--- config.mk ---
export PLATFORM = sky130hd
export DESIGN_NAME = spin_ctrl
export DESIGN_NICKNAME = d
export VERILOG_FILES = /design/src/rtl/spin_pkg.sv /design/src/rtl/spin_ctrl_tick_gen.sv /design/src/rtl/spin_ctrl.sv
export SDC_FILE = /design/constraint.sdc
export NUM_CORES = 1
export LEC_CHECK = 0
export CAP_MARGIN = 20
export CORE_ASPECT_RATIO = 1.5
export CORE_MARGIN = 5
export CORE_UTILIZATION = 54
export CTS_CLUSTER_DIAMETER = 100
export DETAILED_ROUTE_END_ITERATION = 10
export GPL_TIMING_DRIVEN = 1
export PLACE_DENSITY = 0.86
export SYNTH_ARGS = -nofsm -noshare
export SYNTH_HDL_FRONTEND = slang
export SYNTH_HIERARCHICAL = 1
export SYNTH_SLANG_ARGS = --single-unit
--- constraint.sdc ---
create_clock -name clk_i -period 2.8 [get_ports clk_i]
set_input_delay 0.56 -clock clk_i [delete_from_list [all_inputs] [get_ports clk_i]]
set_output_delay 0.56 -clock clk_i [all_outputs]
set_load 0.02 [all_outputs]
--- src/rtl/spin_pkg.sv ---
// Shared constants for the LED-spinner sequencer: state encoding and LFSR width.
// Latency: n/a (declarations only).
// Backpressure: n/a.
package spin_pkg;

    localparam int STATE_W = 2;
    localparam int LFSR_W  = 4;

    typedef enum logic [STATE_W-1:0] {
        IDLE   = 2'd0,
        FAST   = 2'd1,
        SLOW   = 2'd2,
        RESULT = 2'd3
    } state_e;

endpackage

--- src/rtl/spin_ctrl_tick_gen.sv ---
// Tick generator: one-clock pulse every TICK_DIV clocks while not cleared.
// Latency: first tick is seen TICK_DIV clocks after clr_i drops.
// Backpressure: none; free-running, clr_i holds the counter at zero.
//
// Ports: clk_i/rst_ni clock and async active-low reset, clr_i synchronous
// hold-at-zero, tick_o pulse on the counter wrap.
module tick_gen #(
    parameter int TICK_DIV = 50000
) (
    input  logic clk_i,
    input  logic rst_ni,
    input  logic clr_i,
    output logic tick_o
);

    localparam int CNT_W = (TICK_DIV > 1) ? $clog2(TICK_DIV) : 1;

    logic [CNT_W-1:0] cnt_q;
    logic [CNT_W-1:0] cnt_d;
    logic             wrap;

    assign wrap   = (cnt_q == CNT_W'(TICK_DIV - 1));
    assign tick_o = wrap && !clr_i;

    always_comb begin
        cnt_d = cnt_q;
        if (clr_i || wrap) begin
            cnt_d = '0;
        end else begin
            cnt_d = cnt_q + CNT_W'(1);
        end
    end

    always_ff @(posedge clk_i or negedge rst_ni) begin
        if (!rst_ni) begin
            cnt_q <= '0;
        end else begin
            cnt_q <= cnt_d;
        end
    end

endmodule

--- src/rtl/spin_ctrl.sv ---
// LED-spinner sequencer: start edge -> FAST steps -> decelerating SLOW steps -> RESULT hold -> IDLE.
// Latency: outputs registered; first step FAST_PERIOD*TICK_DIV clocks after the start edge.
// Backpressure: none; start edges outside IDLE are dropped, never queued.
//
// Ports: clk_i/rst_ni clock and async active-low reset; start_i synchronised start
// request (rising edge); lfsr_i rng value captured on the start edge; rng_en_o lets
// the LFSR free-run while idle; led_o one-hot ring; result_o last landed position;
// busy_o high outside IDLE; done_o one-clock pulse on entering RESULT.
module spin_ctrl
    import spin_pkg::*;
#(
    parameter int NUM_LEDS    = 8,
    parameter int TICK_DIV    = 50000,
    parameter int FAST_PERIOD = 20,
    parameter int FAST_STEPS  = 32,
    parameter int SLOW_INC    = 8,
    parameter int MAX_PERIOD  = 200,
    parameter int HOLD_TICKS  = 2000
) (
    input  logic                        clk_i,
    input  logic                        rst_ni,
    input  logic                        start_i,
    input  logic [LFSR_W-1:0]           lfsr_i,
    output logic                        rng_en_o,
    output logic [NUM_LEDS-1:0]         led_o,
    output logic [$clog2(NUM_LEDS)-1:0] result_o,
    output logic                        busy_o,
    output logic                        done_o
);

    localparam int POS_W    = $clog2(NUM_LEDS);
    localparam int PER_W    = $clog2(MAX_PERIOD + SLOW_INC + 1);
    localparam int STEP_W   = $clog2(FAST_STEPS + (1 << LFSR_W));
    // The wait counter serves both the per-step period and the RESULT hold.
    localparam int WAIT_MAX = (MAX_PERIOD + SLOW_INC > HOLD_TICKS) ? (MAX_PERIOD + SLOW_INC) : HOLD_TICKS;
    localparam int WAIT_W   = $clog2(WAIT_MAX + 1);

    state_e              state_q,      state_d;
    logic [POS_W-1:0]    pos_q,        pos_d;
    logic [NUM_LEDS-1:0] led_q,        led_d;
    logic [POS_W-1:0]    result_q,     result_d;
    logic                busy_q,       busy_d;
    logic                done_q,       done_d;
    logic                rng_en_q,     rng_en_d;
    logic [WAIT_W-1:0]   wait_q,       wait_d;
    logic [STEP_W-1:0]   steps_q,      steps_d;
    logic [PER_W-1:0]    period_q,     period_d;
    logic                start_prev_q, start_prev_d;

    logic                tick;
    logic                start_edge;
    logic [WAIT_W:0]     wait_inc;
    logic                step;
    logic [POS_W-1:0]    pos_nxt;
    logic [PER_W-1:0]    per_nxt;

    tick_gen #(
        .TICK_DIV (TICK_DIV)
    ) u_tick_gen (
        .clk_i  (clk_i),
        .rst_ni (rst_ni),
        .clr_i  (state_q == IDLE),
        .tick_o (tick)
    );

    assign start_edge = start_i && !start_prev_q;
    assign wait_inc   = {1'b0, wait_q} + (WAIT_W + 1)'(1);
    assign step       = tick && (wait_inc == (WAIT_W + 1)'(period_q));
    assign pos_nxt    = (pos_q == POS_W'(NUM_LEDS - 1)) ? '0 : pos_q + POS_W'(1);
    assign per_nxt    = period_q + PER_W'(SLOW_INC);

    always_comb begin
        state_d      = state_q;
        pos_d        = pos_q;
        led_d        = led_q;
        result_d     = result_q;
        busy_d       = busy_q;
        done_d       = 1'b0;
        rng_en_d     = rng_en_q;
        wait_d       = wait_q;
        steps_d      = steps_q;
        period_d     = period_q;
        start_prev_d = start_i;

        unique case (state_q)
            IDLE: begin
                if (start_edge) begin
                    state_d  = FAST;
                    steps_d  = STEP_W'(FAST_STEPS) + STEP_W'(lfsr_i);
                    period_d = PER_W'(FAST_PERIOD);
                    wait_d   = '0;
                    busy_d   = 1'b1;
                    rng_en_d = 1'b0;
                end
            end
            FAST: begin
                if (step) begin
                    wait_d  = '0;
                    pos_d   = pos_nxt;
                    led_d   = NUM_LEDS'(1) << pos_nxt;
                    steps_d = steps_q - STEP_W'(1);
                    // The step that consumes the last count also hands over to SLOW.
                    if (steps_q <= STEP_W'(1)) begin
                        state_d  = SLOW;
                        period_d = PER_W'(FAST_PERIOD + SLOW_INC);
                    end
                end else if (tick) begin
                    wait_d = wait_inc[WAIT_W-1:0];
                end
            end
            SLOW: begin
                if (step) begin
                    wait_d   = '0;
                    pos_d    = pos_nxt;
                    led_d    = NUM_LEDS'(1) << pos_nxt;
                    period_d = per_nxt;
                    if (per_nxt > PER_W'(MAX_PERIOD)) begin
                        state_d  = RESULT;
                        result_d = pos_nxt;
                        done_d   = 1'b1;
                    end
                end else if (tick) begin
                    wait_d = wait_inc[WAIT_W-1:0];
                end
            end
            RESULT: begin
                if (tick) begin
                    if (wait_inc == (WAIT_W + 1)'(HOLD_TICKS)) begin
                        state_d  = IDLE;
                        wait_d   = '0;
                        busy_d   = 1'b0;
                        rng_en_d = 1'b1;
                    end else begin
                        wait_d = wait_inc[WAIT_W-1:0];
                    end
                end
            end
            default: begin
                state_d  = IDLE;
                busy_d   = 1'b0;
                rng_en_d = 1'b1;
            end
        endcase
    end

    always_ff @(posedge clk_i or negedge rst_ni) begin
        if (!rst_ni) begin
            state_q      <= IDLE;
            pos_q        <= '0;
            led_q        <= NUM_LEDS'(1);
            result_q     <= '0;
            busy_q       <= 1'b0;
            done_q       <= 1'b0;
            rng_en_q     <= 1'b1;
            wait_q       <= '0;
            steps_q      <= '0;
            period_q     <= '0;
            start_prev_q <= 1'b0;
        end else begin
            state_q      <= state_d;
            pos_q        <= pos_d;
            led_q        <= led_d;
            result_q     <= result_d;
            busy_q       <= busy_d;
            done_q       <= done_d;
            rng_en_q     <= rng_en_d;
            wait_q       <= wait_d;
            steps_q      <= steps_d;
            period_q     <= period_d;
            start_prev_q <= start_prev_d;
        end
    end

    assign led_o    = led_q;
    assign result_o = result_q;
    assign busy_o   = busy_q;
    assign done_o   = done_q;
    assign rng_en_o = rng_en_q;

endmodule

# Word-level counts from Yosys, hierarchy flattened
# Index checks and enable logic that the tools add are counted.
[op_classes]
add_sub_neg = 6
multipliers = 0
div_mod_pow = 0
n_lt_le_gt_ge = 2
n_eq_ne = 15
n_shift = 1
mux = 35
n_bitwise = 0
reduce_logical = 18
[ops]
columns = ["operator", "count"]
rows = [
  ["$mux W11", 5],
  ["$pmux W11 S3", 1],
  ["$mux W8", 4],
  ["$pmux W8 S3", 1],
  ["$add A16 B1 Y16 const B", 1],
  ["$eq A16 B16 Y1 const B", 1],
  ["$mux W16", 1],
  ["$mux W2", 7],
  ["$ne A2 B2 Y1 const B", 7],
  ["$add A11 B1 Y12 const B", 1],
  ["$eq A12 B11 Y1 const B", 1],
  ["$eq A12 B8 Y1", 1],
  ["$mux W6", 2],
  ["$pmux W6 S2", 1],
  ["$mux W1", 9],
  ["$reduce_and A3 Y1", 3],
  ["$add A8 B4 Y8 const B", 1],
  ["$gt A8 B8 Y1 const B", 1],
  ["$pmux W2 S4", 1],
  ["$shl A1 B3 Y8 const A", 1],
  ["$reduce_and A7 Y1", 1],
  ["$add A6 B4 Y6 const A", 1],
  ["$le A6 B1 Y1 const B", 1],
  ["$sub A6 B1 Y6 const B", 1],
  ["other kinds (17)", 23],
]
[totals]
reg_bits = 61
latch_bits = 0
ram_bits = 0
rom_bits = 0
inputBits = 7
output_inout_bits = 14
elab_cells = 89
memories = 0

# Depth between registers and ports, before layout
[depth]
depth_word = 6
depth_mapped = 13

# Cells and area by module
# The synthesis kept the hierarchy.
[modules_own_cells]
columns = ["mod", "instances", "cells_per_inst", "area_per_inst_um2", "seq_area_each_um2"]
rows = [
  ["spin_ctrl", 1, 308, 2844.0, 1078.5],
  ["tick_gen", 1, 82, 799.5, 400.4],
]

# Least setup slack after synthesis
# No wires, ideal clock.
[synth_timing]
path_type = "register -> register"
startpoint = "register u_tick_gen.cnt_q[0]"
endpoint = "register steps_q[4]"
setup_ns = 0.069
t_arrival_ns = 2.849
path_slack_ns = -0.118
stages_incl_launch_ff = 13
path_buffers = 1
cell_sequence = "dfrtp_1 > ha_1 > nand3_2 > nor4_2 > nand3_1 > nor2_1 > nand3_1 > a211oi_2 > o211ai_2 > buf_6 > o31a_4 > or4b_1 > nand3_1"
[synth_via]
elab_chain_cells = 5
[synth_rtl]
columns = ["item", "line", "text"]
rows = [
  ["start, declared", "spin_ctrl_tick_gen.sv:18", "logic [CNT_W-1:0] cnt_q;"],
  ["start signal, assigned", "spin_ctrl_tick_gen.sv:38", "cnt_q <= cnt_d;"],
  ["$eq A16 B16 Y1", "spin_ctrl_tick_gen.sv:22", "assign wrap = (cnt_q == CNT_W'(TICK_DIV - 1));"],
  ["$logic_and A1 B1 Y1", "spin_ctrl_tick_gen.sv:23", "assign tick_o = wrap && !clr_i;"],
  ["via tick", "spin_ctrl.sv:50", "logic tick;"],
  ["$logic_and A1 B1 Y1", "spin_ctrl.sv:68", "assign step = tick && (wait_inc == (WAIT_W + 1)'(period_q));"],
  ["$ne A2 B2 Y1 (no source line)", "-", ""],
  ["$reduce_and A3 Y1 (no source line)", "-", ""],
  ["end signal, assigned", "spin_ctrl.sv:168", "steps_q <= steps_d;"],
  ["end, declared", "spin_ctrl.sv:46", "logic [STEP_W-1:0] steps_q, steps_d;"],
]
# The timed path passes the listed nets, and every way through them passes these cells.
# A chain may end at the register's enable or synchronous reset.

# Worst setup path in the final report
[layout_timing]
startpoint = "register u_tick_gen.cnt_q[10]"
endpoint = "register steps_q[4]"
# The elaborated chain is that of the path after synthesis.

==> results.toml <==
[outcome]
status = "complete, but fails checks"
violations = "setup timing"

[synth]
async_flop_share_pct = 100
ys_ff_latch = 59
syn_area_per_cell_um2 = 9.34
ys_top_cells_by_area = "dfrtp_1, ha_1, xnor2_1"
synth_top_area_share_pct = 39.1
postSynthCellCount = 390
yosysWarnings = 6
synth.most_common_cell = "dfrtp_1"
synth_edf_count = 0
netlist.top_cell.by_area = "dfrtp_1"
synth_area_um2 = 3640
synth_cell_types = 65
synth_common_cells = "dfrtp_1, nor2_1, nand2_1, inv_1, o21ai_0"
ys.flop_type = "dfrtp_1"
synth_nets = 414
synth-seq-area-share_pct = 40.6

[sta]
rsz0062_at_grt = "yes"
slew_headroom_pct = 58.3
period_minus_slack_ns = 2.81
setup_viol = 1
fmax_mhz = 356
skew_ns = 0.00728
tns_ns = -0.00847
fin_ws_ns = -0.00847
final_hold_viol_count = 0
worstMarginPinSlew_ns = 0.625
period_share_pct = 100
slew_violations = 0

[route]
firstDrtPassIters = 5
viasPerCell = 6.09
wl_per_cell_um = 16.4
vias = 3135
drt_iter0_drc = 315
ant_nets = 0
drc = 0
drt-total-wl_um = 8450

[grt]
antenna_found_initial = 0
grt_pass1_wl_um = 13800
grt_util_all_layers_pct = 19.6
overflow = 0
grt_max_degree = 33
grt_pass1_vias = 3081

[clock_tree]
clock_sinks = 59
numCtsBuffers = 9
cts_max_level = 3
clk_pin_slew_ns = 0.06
clockRootBuffer = "clkbuf_8"
clkLatencyLatePin_ns = 0.35
clockBufferDepth = 2
cts_tree = "done"

[worst_setup_path]
critPathLaunchType = "register"
worstPathMaxFanout = 5
r2r_end = "steps_q[4]"
r2r_slack_ns = -0.008
worstPathArrival_ns = 3.09
reg2reg_from = "u_tick_gen/cnt_q[10]"
rr_worst_depth = 9
crit_type = "register to register"
endpoint_kind = "register"
critPathLaunch = "u_tick_gen/cnt_q[10]"
cp_data_required_time_ns = 3.08

[floorplan]
die_width_um = 77.1
io_pins = 21
rows = 36
design.die.area_um2 = 8520
initial_core_util_pct = 55.8
die_h_um = 111
core_um2 = 6530

[power_and_ir_drop]
clkPwrFrac_pct = 46.1
power_density_nw_per_um2 = 378
vdd_drop_max_v = 0.000323
p_leak_nw = 1.87
seqPwrFrac_pct = 52.2
p_int_mw = 1.29
power_frac_comb_pct = 1.7
swShare_pct = 21.1
p_sw_uw = 346

[placed_design]
portBuffers = 20
place.gp.congestion = 0.890
dp_hpwl_um = 5820

[finish]
n_fill_cell = 480
areaGrowthSynthToFinish_pct = 18.7
num_antenna_cells = 0
layout.nets = 459
final_core_util_pct = 66.2
layout-drive-gt1-share_pct = 19.1

[flow_run]
max-cap-violations = 0

[hold_path]
hp-class = "input pin to asynchronous set/reset pin"
cell type report:
cell class / count / area [um2] / area share, %
multi-input combinational: 291 / 2040 / 47.2
tap: 76 / 95.1 / 2.20
clock buffer: 12 / 145 / 3.36
inverter: 25 / 93.8 / 2.17
sequential: 59 / 1480 / 34.2
clock inverter: 3 / 40.0 / 0.926
timing repair buffer: 49 / 429 / 9.92
state kept, by name, indices dropped and copies added, names as in the netlist:
register and flops:
result_o 3, steps_q 6, pos_q 3, state_q 2
led_o 8, u_tick_gen/cnt_q 16, rng_en_o 1, period_q 6
busy_o 1, done_o 1, wait_q 11, start_prev_q 1
power groups by stage:
stage               clock network (mW)  registers, mW  logic (mW)
floorplan                            0          0.869    0.000694
global placement                     0          0.869      0.0289
detailed placement                   0          0.869      0.0289
CTS                              0.768          0.854      0.0290
global route                     0.803          0.853      0.0321
finish                           0.755          0.854      0.0277
metal layers:
metal  part of all wire (%)  vias to the layer above  GRT usage (%)
met5                      0                        -              0
met4                    2.9                        0           11.2
met3                    4.2                       28           4.40
met2                     54                      106           33.2
met1                     39                     1511           22.3
li1                       -                     1490              -
cells by family after synthesis:
group / Yosys count / share of synthesized area (%)
flip-flops: 59 / 40.6
adder cells (fa/ha/maj): 17 / 5.84
multiplexers: 16 / 4.84
buffers and inverters: 40 / 5.56
XOR/XNOR: 25 / 6.01
AO/OA/AOI/OAI: 84 / 15.9
AND/OR/NAND/NOR: 149 / 21.2
timing repair:
action	in CTS	in global routing
setup buffers	1	3
pin swaps	2	2
setup endpoints to repair	11	29
gates resized for setup	1	17
hold buffers	0	0
placed cells by master, fill, tap and decap left out, types with 6 or more instances in the layout:
master           instances
a21oi_1                 18
a22o_1                   8
buf_4                   27
clkbuf_8                10
clkdlybuf4s50_1         19
dfrtp_1                 57
ha_1                    16
inv_1                   25
mux2_2                  13
nand2_1                 25
nand3_1                 15
nand4_1                  8
nor2_1                  36
nor2b_1                  6
nor3_1                  14
nor4_1                   8
o21ai_0                 23
or3_1                    6
xnor2_1                 20
through the flow:
| step | hold WS, ns | worst slack, ns | instances | total power, mW | area (um2) |
|---|---|---|---|---|---|
| 2_1_floorplan | 0.264 | 0.000727 | 390 | 0.870 | 3650 |
| 3_3_place_gp | 0.490 | 0.0554 | 496 | 0.898 | 4030 |
| 3_5_place_dp | 0.499 | -0.0157 | 496 | 0.898 | 4030 |
| 4_1_cts | 0.245 | 0.00691 | 512 | 1.65 | 4230 |
| 5_1_grt | 0.277 | -0.154 | 515 | 1.69 | 4330 |
| 6_report | 0.226 | -0.00847 | 515 | 1.64 | 4330 |
critical path, stage by stage (launching register included):
cell	delay [ns]
dfrtp_1	0.43
nor4bb_1	0.45
nand3_1	0.15
nor2_2	0.14
nand3_1	0.10
a211oi_2	0.25
o211ai_2	0.21
o31a_4	0.39
or4b_1	0.52
nand3_1	0.11
how the worst max path moves through the flow:
stage	endpoint	cells past startpoint
finish	steps_q[4]	9
detailed placement	pos_q[2]	12
floorplan	steps_q[4]	12
CTS	wait_q[8]	10
global route	steps_q[4]	9
global placement	wait_q[7]	10
Power figures use the tool's default switching activity.
